### src/rtl/dmem_access_ctrl.sv
// dmem_access_ctrl: sequences MEM-stage loads/stores onto a req/gnt/rvalid data bus.
// Optional MEM_MISALIGN_CHK_EN traps misaligned requests instead of aligning them down.
`ifndef XLEN
`define XLEN 64
`endif

module dmem_access_ctrl #(
  parameter int XLEN = `XLEN
) (
  input  logic              clk,
  input  logic              rst_n,
  input  logic              mem_re_i,
  input  logic              mem_we_i,
  input  logic [XLEN-1:0]   mem_addr_i,
  input  logic [XLEN-1:0]   mem_wdata_i,
  input  logic [1:0]        mem_size_i,
  input  logic              mem_unsigned_i,
  input  logic              flushmem_i,
  output logic              memstall_o,
  output logic              done_o,
  output logic [XLEN-1:0]   rdata_o,
  output logic              bus_req_o,
  output logic              bus_we_o,
  output logic [XLEN-1:0]   bus_addr_o,
  output logic [XLEN-1:0]   bus_wdata_o,
  output logic [XLEN/8-1:0] bus_strb_o,
  input  logic              bus_gnt_i,
  input  logic              bus_rvalid_i,
  input  logic [XLEN-1:0]   bus_rdata_i,
  output logic              misalign_o
);
  // state | meaning
  // IDLE  | nothing outstanding, accepts a new request
  // REQ   | bus request held, waiting for grant
  // WAIT  | granted, waiting for response
  // DONE  | single completion cycle, rdata_o valid
  // DRAIN | flushed after grant, swallowing the response
  localparam int NB   = XLEN / 8;
  localparam int OFFW = $clog2(NB);
  localparam int IW   = $clog2(XLEN);

  typedef enum logic [2:0] {S_IDLE, S_REQ, S_WAIT, S_DONE, S_DRAIN} state_e;

  state_e          state_q, state_d;
  logic [XLEN-1:0] addr_q, addr_d, wdata_q, wdata_d, rdata_q, rdata_d;
  logic [1:0]      size_q, size_d;
  logic            uns_q, uns_d, we_q, we_d;

  logic            req_valid, misalign;
  logic [XLEN-1:0] cur_mask, eff_addr, rd_shift, rd_ext;
  logic [OFFW-1:0] off;
  logic [NB-1:0]   strb_base;
  logic [IW-1:0]   sign_idx;
  int              nbits;

  // Reset gates the request so every output reads 0 while rst_n is low.
  assign req_valid = rst_n & (mem_re_i | mem_we_i) & ~flushmem_i;

`ifdef MEM_MISALIGN_CHK_EN
  logic [XLEN-1:0] in_mask;
  assign in_mask  = (XLEN'(1) << mem_size_i) - XLEN'(1);
  assign misalign = |(mem_addr_i & in_mask);
`else
  assign misalign = 1'b0;
`endif

  // With the check enabled the low bits are already zero, so the mask is a no-op.
  assign cur_mask = (XLEN'(1) << size_q) - XLEN'(1);
  assign eff_addr = addr_q & ~cur_mask;
  assign off      = eff_addr[OFFW-1:0];
  assign rd_shift = bus_rdata_i >> {off, 3'b000};

  always_comb begin
    strb_base = '0;
    for (int i = 0; i < NB; i++) strb_base[i] = (i < (1 << size_q));
  end

  always_comb begin
    rd_ext = '0;
    nbits  = 8 << size_q;
    if (nbits > XLEN) nbits = XLEN;
    sign_idx = IW'(nbits - 1);
    for (int i = 0; i < XLEN; i++)
      rd_ext[i] = (i < nbits) ? rd_shift[i] : (~uns_q & rd_shift[sign_idx]);
  end

  always_comb begin
    state_d    = state_q;
    addr_d     = addr_q;
    wdata_d    = wdata_q;
    size_d     = size_q;
    uns_d      = uns_q;
    we_d       = we_q;
    rdata_d    = rdata_q;
    memstall_o = 1'b0;
    done_o     = 1'b0;
    misalign_o = 1'b0;
    case (state_q)
      S_IDLE: begin
        if (req_valid) begin
          if (misalign) begin
            misalign_o = 1'b1;
          end else begin
            memstall_o = 1'b1;
            state_d    = S_REQ;
            addr_d     = mem_addr_i;
            wdata_d    = mem_wdata_i;
            size_d     = mem_size_i;
            uns_d      = mem_unsigned_i;
            we_d       = mem_we_i;
          end
        end
      end
      S_REQ: begin
        memstall_o = 1'b1;
        if (bus_gnt_i)       state_d = flushmem_i ? S_DRAIN : S_WAIT;
        else if (flushmem_i) state_d = S_IDLE;
      end
      S_WAIT: begin
        memstall_o = 1'b1;
        if (bus_rvalid_i) begin
          if (flushmem_i) begin
            state_d = S_IDLE;
          end else begin
            state_d = S_DONE;
            rdata_d = we_q ? '0 : rd_ext;
          end
        end else if (flushmem_i) begin
          state_d = S_DRAIN;
        end
      end
      S_DONE: begin
        done_o  = 1'b1;
        state_d = S_IDLE;
      end
      S_DRAIN: begin
        memstall_o = mem_re_i | mem_we_i;
        if (bus_rvalid_i) state_d = S_IDLE;
      end
      default: state_d = S_IDLE;
    endcase
  end

  always_ff @(posedge clk or negedge rst_n) begin
    if (!rst_n) begin
      state_q <= S_IDLE;
      addr_q  <= '0;
      wdata_q <= '0;
      rdata_q <= '0;
      size_q  <= '0;
      uns_q   <= 1'b0;
      we_q    <= 1'b0;
    end else begin
      state_q <= state_d;
      addr_q  <= addr_d;
      wdata_q <= wdata_d;
      rdata_q <= rdata_d;
      size_q  <= size_d;
      uns_q   <= uns_d;
      we_q    <= we_d;
    end
  end

  assign bus_req_o   = (state_q == S_REQ);
  assign bus_we_o    = bus_req_o & we_q;
  assign bus_addr_o  = bus_req_o ? eff_addr : '0;
  assign bus_wdata_o = bus_req_o ? (wdata_q << {off, 3'b000}) : '0;
  assign bus_strb_o  = bus_req_o ? (strb_base << off) : '0;
  assign rdata_o     = (state_q == S_DONE) ? rdata_q : '0;

endmodule

### config.mk
export PLATFORM = sky130hd
export DESIGN_NAME = dmem_access_ctrl
export DESIGN_NICKNAME = d
export VERILOG_FILES = /design/src/rtl/dmem_access_ctrl.sv
export SDC_FILE = /design/constraint.sdc
export NUM_CORES = 1
export LEC_CHECK = 0
export CAP_MARGIN = 20
export CORE_MARGIN = 4
export CORE_UTILIZATION = 45
export CTS_BUF_LIST = sky130_fd_sc_hd__clkbuf_4 sky130_fd_sc_hd__clkbuf_8
export CTS_CLUSTER_SIZE = 16
export DETAILED_ROUTE_END_ITERATION = 10
export GPL_ROUTABILITY_DRIVEN = 0
export PLACE_DENSITY = 0.85
export SKIP_LAST_GASP = 1
export SYNTH_ARGS = -nofsm -noshare
export SYNTH_HDL_FRONTEND = slang
export SYNTH_SLANG_ARGS = --single-unit
export TNS_END_PERCENT = 10
### constraint.sdc
create_clock -name clk -period 5.8 [get_ports clk]
set_input_delay 0.58 -clock clk [delete_from_list [all_inputs] [get_ports clk]]
set_output_delay 0.58 -clock clk [all_outputs]
set_load 0.05 [all_outputs]
Yosys cells after proc, flatten, opt, wreduce, memory -nomap -nowiden
Cells that the tools add are included.

Flip-flop bits (word level): 199. Latch bits: 0. Memory bits (writable): 0. Bits in read-only memories: 0. Input bits: 202. Output and inout bits: 205. Word-level logic and storage cells: 195. Memories kept: 0.

$add $sub $neg: 2. Multiply operators: 0. Divide/modulo/power cells: 0. $lt $le $gt $ge: 74. Eq/ne operators: 8. Shifts and indexed selects: 6. Mux-type cells: 84. Bitwise gates (word level): 9. Reduce and logical (&&, ||, !) cells: 5.

Operators by type and width (number): < comparator 7 x 32 -> 1 bit, first input constant (32); < comparator 6 x 32 -> 1 bit, first input constant (16); < comparator 4 x 32 -> 1 bit, first input constant (8); < comparator 5 x 32 -> 1 bit, first input constant (8); two-way mux 64 bit (4); < comparator 3 x 32 -> 1 bit, first input constant (4); two-way mux 1 bit (67); bitwise AND 64 bit (1); < comparator 1 x 32 -> 1 bit, first input constant (2); < comparator 2 x 32 -> 1 bit, first input constant (2); NOT 64 bit (1); << shifter 1 x 2 -> 64 bit, first input constant (1); << shifter 64 x 6 -> 64 bit (1); right shift 64 x 6 -> 64 bit (1); subtractor 64 x 2 -> 64 bit, second input constant (1); > comparator 32 x 8 -> 1 bit, second input constant (1); two-way mux 32 bit (1); << shifter 1 x 2 -> 32 bit, first input constant (1); << shifter 4 x 2 -> 32 bit, first input constant (1); two-way mux 3 bit (7); case mux 3 bit (4 select lines) (1); two-way mux 8 bit (1); << shifter 8 x 3 -> 8 bit (1); < comparator 6 x 7 -> 1 bit, second input constant (1); other kinds (18) (24).

Logic depth before layout (Yosys ltp)
Gate-level depths: netlist of run 1.

Depth after elaboration: 10. Depth in mapped cells: 14. Gate-level depth less buffers: 10.

Worst setup path after synthesis of run 1
No wires, ideal clock.

Kind: reg2out. Start: register size_q[1]. End: output port bus_strb_o[4]. Arrival: 3.551 ns. Data required time: 5.220 ns. Setup slack: 1.669 ns. Cell stages (with the launch flop): 12. Buffers on the path: 4. Cell sequence: dfrtp_1 buf_6 or2_2 clkbuf_1 inv_1 ha_1 and2_1 clkbuf_1 buf_1 nor4_1 inv_1 o22ai_1.

Cells in the longest elaborated chain, start to end: 6. Elaborated cells between the ends (all ways): 15. Classes of those cells: add/sub (1); order compare (8); shift (3); mux (1); bitwise (2).

Ends and longest elaborated chain: start, declared (line 46) `logic [1:0] size_q, size_d;`; start signal, assigned (line 158) `size_q <= size_d;`; << shifter 1 x 2 -> 64 bit (line 68) `assign cur_mask = (XLEN'(1) << size_q) - XLEN'(1);`; subtractor 64 x 2 -> 64 bit (line 68); NOT 64 bit (line 69) `assign eff_addr = addr_q & ~cur_mask;`; bitwise AND 64 bit (line 69); << shifter 8 x 3 -> 8 bit (*) (line 168) `assign bus_strb_o = bus_req_o ? (strb_base << off) : '0;`; two-way mux 8 bit (*) (line 168); end, declared (line 26) `output logic [XLEN/8-1:0] bus_strb_o,`.

Every way passes the cells marked *; elsewhere a longest branch is shown, timed or not.

Worst setup path after layout of run 1
Start: register size_q[1]. End: output port bus_wdata_o[50].

Cells in the longest elaborated chain, start to end: 6.

Ends and longest elaborated chain: << shifter 1 x 2 -> 64 bit (line 68); subtractor 64 x 2 -> 64 bit (line 68); NOT 64 bit (line 69); bitwise AND 64 bit (line 69); << shifter 64 x 6 -> 64 bit (line 167) `assign bus_wdata_o = bus_req_o ? (wdata_q << {off, 3'b000}) : '0;`; two-way mux 64 bit (line 167); end, declared (line 25) `output logic [XLEN-1:0] bus_wdata_o,`.

No other way between the ends.

==> flow_summary.toml, run 1 <==
[timing]
slew-limit-headroom_pct = 29.28
fin_crit_sh_pct = 89.30
clock.fmax_mhz = 193.1
tightest_slew_ps = 1057
final_max_slew_viol_count = 0
final-hold-violation-count = 0
fin_crit_ps = 5179
report.final.setup_viol = 0
skew_ps = 20.38
finalHoldWorstSlack_ps = 73.24
rsz0062_at_grt = "no"
worst_slack_ps = 620.9
setup_tns_ps = 0

[routing]
drt_iter0_drc = 1394
ant_nets = 0
finalWirelength_um = 46450
vias = 11820
drc = 0
routedWlPerCell_um = 24.03
vias_per_cell = 6.113
firstDrtPassIters = 6

[die]
die_w_um = 171.5
rows = 59
initial_utilization_pct = 45.93
core_area_um2 = 26210
ios = 407
die_h_um = 171.5
die-area_um2 = 29430

[placement]
hpwl_um = 33140
io_buffers = 405
detailed_place.area_um2 = 16280
post-place-ws_ps = 1217

[worst_setup_path]
critical_path.max_fanout = 18
regToRegEndpoint = "rdata_q[22]"
r2r_slack_ps = 1470
end_kind = "output port"
ff2ff_path_depth = 11
worstSetupStartpoint = "size_q[1]"
r2r-start = "size_q[1]"
crit_required_ps = 5220
critPathLaunchType = "flop"
arrival_ps = 4600
worstSetupPathType = "flop to output port"

[job]
cap_viol_max_count = 0

[pwr]
pwr_density_cell_nw_per_um2 = 599.0
ir_worst_vdd_mv = 0.5430
p_leak_uw = 0.007378
p_total_uw = 10030

[yosys]
syn_area_per_cell_um2 = 9.591
synth_edf_count = 0
ys_types = 54
synth_seq_cells = 199
syn-cell-area_um2 = 12040
yosysWarnings = 0
syn-num-nets = 1461
synth_ff_type = "dfrtp_1"
ys_seq_area_share_pct = 41.37
async_flop_share_pct = 100.0
synthCells = 1255

[finish]
layout_common_cells = "clkdlybuf4s50_1 (403), dfrtp_1 (198), nand2_1 (193)"
final_cell_area_um2 = 16740
syn2layout_area_growth_pct = 39.11
drive_gt1_share_pct = 14.21
mostFrequentLayoutCell = "clkdlybuf4s50_1"
antenna_cells = 0
nNetsFinal = 1792

[hold_path]
hp-class = "input pin to asynchronous set/reset pin"

[clock_network]
clkLatencyLatePin_ps = 470
cts_root_buf = "clkbuf_8"
clk_pin_slew_ps = 130
clockBufferDepth = 2
h-tree-depth = 4
cts_num_sinks = 199
cts-resized-gates = 0
cts_tree = "yes"
ctsHoldBuffers = 0
post_cts_buffers = 0
cts_buffers = 17

[grt]
grt_pass1_wl_um = 69820
grt_usage_pct = 30.56
antenna_found_initial = 0
grt_pass1_vias = 11770
grt_max_degree = 134
grt_overflow_total = 0

[status]
status = "completed"
-- worst max-delay path by stage --
stage | slack [ps] | depth (start not counted) | to
finish | 620 | 11 | bus_wdata_o[50]
global route | 320 | 11 | bus_wdata_o[49]
CTS | 670 | 11 | bus_wdata_o[49]
detailed placement | 1220 | 11 | bus_wdata_o[49]
global placement | 1370 | 11 | bus_wdata_o[49]
floorplan | 1670 | 11 | bus_strb_o[4]
-- sequential cells by signal (all words and copies together) (netlist names) --
register  flops
rdata_q      64
wdata_q      64
uns_q         1
we_q          1
state_q       3
size_q        2
addr_q       64
-- stage by stage --
| step | instances | util (%) |
|---|---|---|
| 6_report | 1933 | 63.89 |
| 2_1_floorplan | 1255 | - |
| 3_3_place_gp | 1900 | 62.04 |
| 4_1_cts | 1932 | 63.83 |
| 3_5_place_dp | 1901 | 62.12 |
| 5_1_grt | 1933 | 63.89 |
-- layout make-up --
cell class | count | area [um2]
Tap cell | 335 | 419.2
Multi-Input combinational cell | 928 | 6580
Clock buffer | 17 | 234.0
Inverter | 13 | 48.80
Clock inverter | 14 | 215.2
Fill cell | 2089 | 9463
Timing Repair Buffer | 427 | 4265
Sequential cell | 199 | 4981
-- cells in the mapped netlist, types with 5 or more instances --
master	n	share of area, %
o21bai_1	7	0.44
a32o_1	8	0.67
a2bb2oi_1	7	0.51
buf_6	5	0.47
dfrtp_1	199	41
nor2_1	55	1.7
a31oi_1	15	0.78
buf_2	8	0.33
o22ai_1	9	0.47
nor3_1	8	0.33
a221o_1	31	2.6
clkbuf_1	90	2.8
a22oi_1	7	0.44
a21oi_1	34	1.4
buf_1	11	0.34
a211oi_1	10	0.62
nand3_1	57	2.4
a221oi_1	6	0.44
nand2_1	195	6.1
mux4_2	21	3.9
o21ai_0	45	1.9
inv_1	13	0.41
mux2i_1	57	4.7
and3_1	126	6.5
and2_1	48	2.5
mux2_2	130	12
-- critical path, cell delays in order, from the launching register on --
cell,delay [ps]
dfrtp_1,750
inv_1,290
nand2_1,210
inv_1,80
ha_1,440
nand2_2,90
nor2_1,820
nand2_1,100
o21ai_0,180
nand2_1,90
a21oi_1,230
clkdlybuf4s50_1,850
-- cell families (layout without fill, tap and decap cells) --
group	after synthesis	after routing	synth area share (%)
flip-flops	199	199	41.37
AND/OR/NAND/NOR	516	516	21.20
buffers and inverters	128	471	4.418
adder cells (fa/ha/maj)	4	4	0.4158
multiplexers	208	208	20.83
other	1	1	0.03116
AO/OA/AOI/OAI	199	199	11.74
-- where the power goes --
group          switching, uW  internal (uW)  total, uW
logic                   4020           2400       6420
clock network            588            413       1000
registers                593           2020       2610
total                   5200           4830      10000
-- routing by layer --
layer	track usage [%]	vias to the layer above	wire length, um
li1	-	5180	-
met1	38.88	5725	17480
met2	50.51	784	22230
met3	7.286	128	4747
met4	12.16	0	2002
met5	0	-	0
Note: power is estimated with default switching activity, not from simulation.
==> run 2: changes to the inputs <==
--- a/config.mk
+++ b/config.mk
@@ -8,10 +8,10 @@
 export CAP_MARGIN = 20
 export CORE_MARGIN = 4
 export CORE_UTILIZATION = 45
-export CTS_BUF_LIST = sky130_fd_sc_hd__clkbuf_4 sky130_fd_sc_hd__clkbuf_8
 export CTS_CLUSTER_SIZE = 16
 export DETAILED_ROUTE_END_ITERATION = 10
 export GPL_ROUTABILITY_DRIVEN = 0
+export MAX_ROUTING_LAYER = met4
 export PLACE_DENSITY = 0.85
 export SKIP_LAST_GASP = 1
 export SYNTH_ARGS = -nofsm -noshare
==> constraint.sdc (replaced) <==
create_clock -name clk -period 5.3 [get_ports clk]
set_input_delay 0.53 -clock clk [delete_from_list [all_inputs] [get_ports clk]]
set_output_delay 0.53 -clock clk [all_outputs]
set_load 0.05 [all_outputs]
==> flow_summary.toml, run 2 (synthesis gave the netlist of run 1 again) <==
[status]
status = "completed"

[grt]
grt_usage_pct = 31.49
grt_overflow_total = 0
grt_pass1_vias = 11990
grt_pass1_wl_um = 69320
antenna_found_initial = 3
grt_max_degree = 104

[finish]
final_cell_area_um2 = 16870
syn2layout_area_growth_pct = 40.20
mostFrequentLayoutCell = "clkdlybuf4s50_1"
n_fill_cell = 2104
final-seq-area_um2 = 4981
drive_gt1_share_pct = 14.93
multiInputGateArea_um2 = 6580
nNetsFinal = 1794
reg_top3 = "addr_q (64), rdata_q (64), wdata_q (64)"
layout_common_cells = "clkdlybuf4s50_1 (393), dfrtp_1 (198), nand2_1 (193)"

[worst_setup_path]
crit_required_ps = 4770
critical_path.max_fanout = 22
worstSetupPathType = "flop to output port"
end_kind = "output port"
path_cells = "inv_1 -> nand2_1 -> inv_1 -> ha_1 -> and2_2 -> nand2_1 -> nor2_1 -> a31oi_1 -> nor2_1 -> clkdlybuf4s50_1"
worstSetupStartpoint = "size_q[1]"
ff2ff_path_depth = 11
arrival_ps = 4560
critPathLaunchType = "flop"
cp_slowest_cell = "clkdlybuf4s50_1"
slowest_delay_ps = 840
r2r-start = "size_q[1]"
crit_path_end = "bus_wdata_o[40]"
r2r_slack_ps = 840
regToRegEndpoint = "rdata_q[22]"

[die]
die_w_um = 171.5
die-area_um2 = 29430
initial_utilization_pct = 45.93
ios = 407
core_area_um2 = 26210
die_h_um = 171.5
rows = 59

[clock_network]
clkLatencyLatePin_ps = 430
cts-resized-gates = 0
clockBufferDepth = 2
ctsHoldBuffers = 0
h-tree-depth = 4
clk_pin_slew_ps = 90
cts_buffers = 17
cts_tree = "yes"
cts_root_buf = "clkbuf_16"
cts_num_sinks = 199
post_cts_buffers = 0

[timing]
fin_crit_ps = 5089
final-hold-violation-count = 0
rsz0062_at_grt = "no"
tightest_slew_ps = 1082
final_max_slew_viol_count = 0
setup_tns_ps = 0
finalHoldWorstSlack_ps = 76.24
fin_crit_sh_pct = 96.01
worst_slack_ps = 211.2
skew_ps = 14.49
clock.fmax_mhz = 196.5
slew-limit-headroom_pct = 27.69
report.final.setup_viol = 0

[routing]
firstDrtPassIters = 8
finalWirelength_um = 46380
drc = 0
routedWlPerCell_um = 23.92
drt_iter0_drc = 1312
vias_per_cell = 6.088
ant_nets = 0
vias = 11810

[placement]
post-place-ws_ps = 785.4
io_buffers = 405
hpwl_um = 33580
detailed_place.area_um2 = 16280

[pwr]
ir_worst_vdd_mv = 0.5640
p_total_uw = 11150
p_leak_uw = 0.007472
pwr_density_cell_nw_per_um2 = 661.0

[hold_path]
hp-class = "input pin to asynchronous set/reset pin"

[job]
cap_viol_max_count = 0
==> run 2: cell types whose count changed in the layout (fill, tap and decap cells not counted), sizes merged, moves of 3 or more <==
cell	before	now
buf	23	35
inv	17	20
clkdlybuf4s50	403	393
diode	0	3
==> run 2: metrics by stage <==
stage	util, %	cells
finish	64.39	1939
global route	64.39	1939
CTS	64.31	1935
global placement	62.01	1902
floorplan	-	1255
detailed placement	62.11	1903
==> run 2: how the worst min path moves through the flow <==
stage / start / endpoint / depth (start not counted) / slack (ps)
2_1_floorplan: rst_n / addr_q[0] / 0 / 230
3_3_place_gp: rdata_q[0] / rdata_q[0] / 2 / 460
3_5_place_dp: rdata_q[0] / rdata_q[0] / 2 / 460
4_1_cts: rst_n / wdata_q[20] / 1 / 90
5_1_grt: rst_n / wdata_q[20] / 1 / 100
6_report: rst_n / wdata_q[20] / 1 / 80
==> run 2: layout make-up <==
cell class              instances  share of cell area, %
inverters                      13                 0.2892
flip-flops and latches        199                  29.52
multi-input cells             928                  38.99
clock buffers                  19                  2.625
clock inverters                13                 0.7859
well taps                     335                  2.484
diodes                          3                0.04449
repair buffers                429                  25.26
==> run 2: layer usage <==
| layer | GRT usage, % | routed length, um | up-vias |
|---|---|---|---|
| li1 | - | - | 5199 |
| met1 | 38.66 | 17390 | 5727 |
| met2 | 50.65 | 22600 | 738 |
| met3 | 6.114 | 4314 | 141 |
| met4 | 14.16 | 2075 | 0 |
| met5 | - | 0 | - |
==> run 2: critical path, delay by kind of cell, from the launching register on <==
family / cells / cell delay [ps]
compound gates: 1 / 70
buf+inv: 3 / 1210
fa+ha+maj: 1 / 440
flops: 1 / 740
simple gates: 5 / 1670
==> run 2: where the power goes <==
group,internal [uW],switching [uW]
combinational,2620,4360
sequential,2210,651
clock,642,665
total,5480,5680
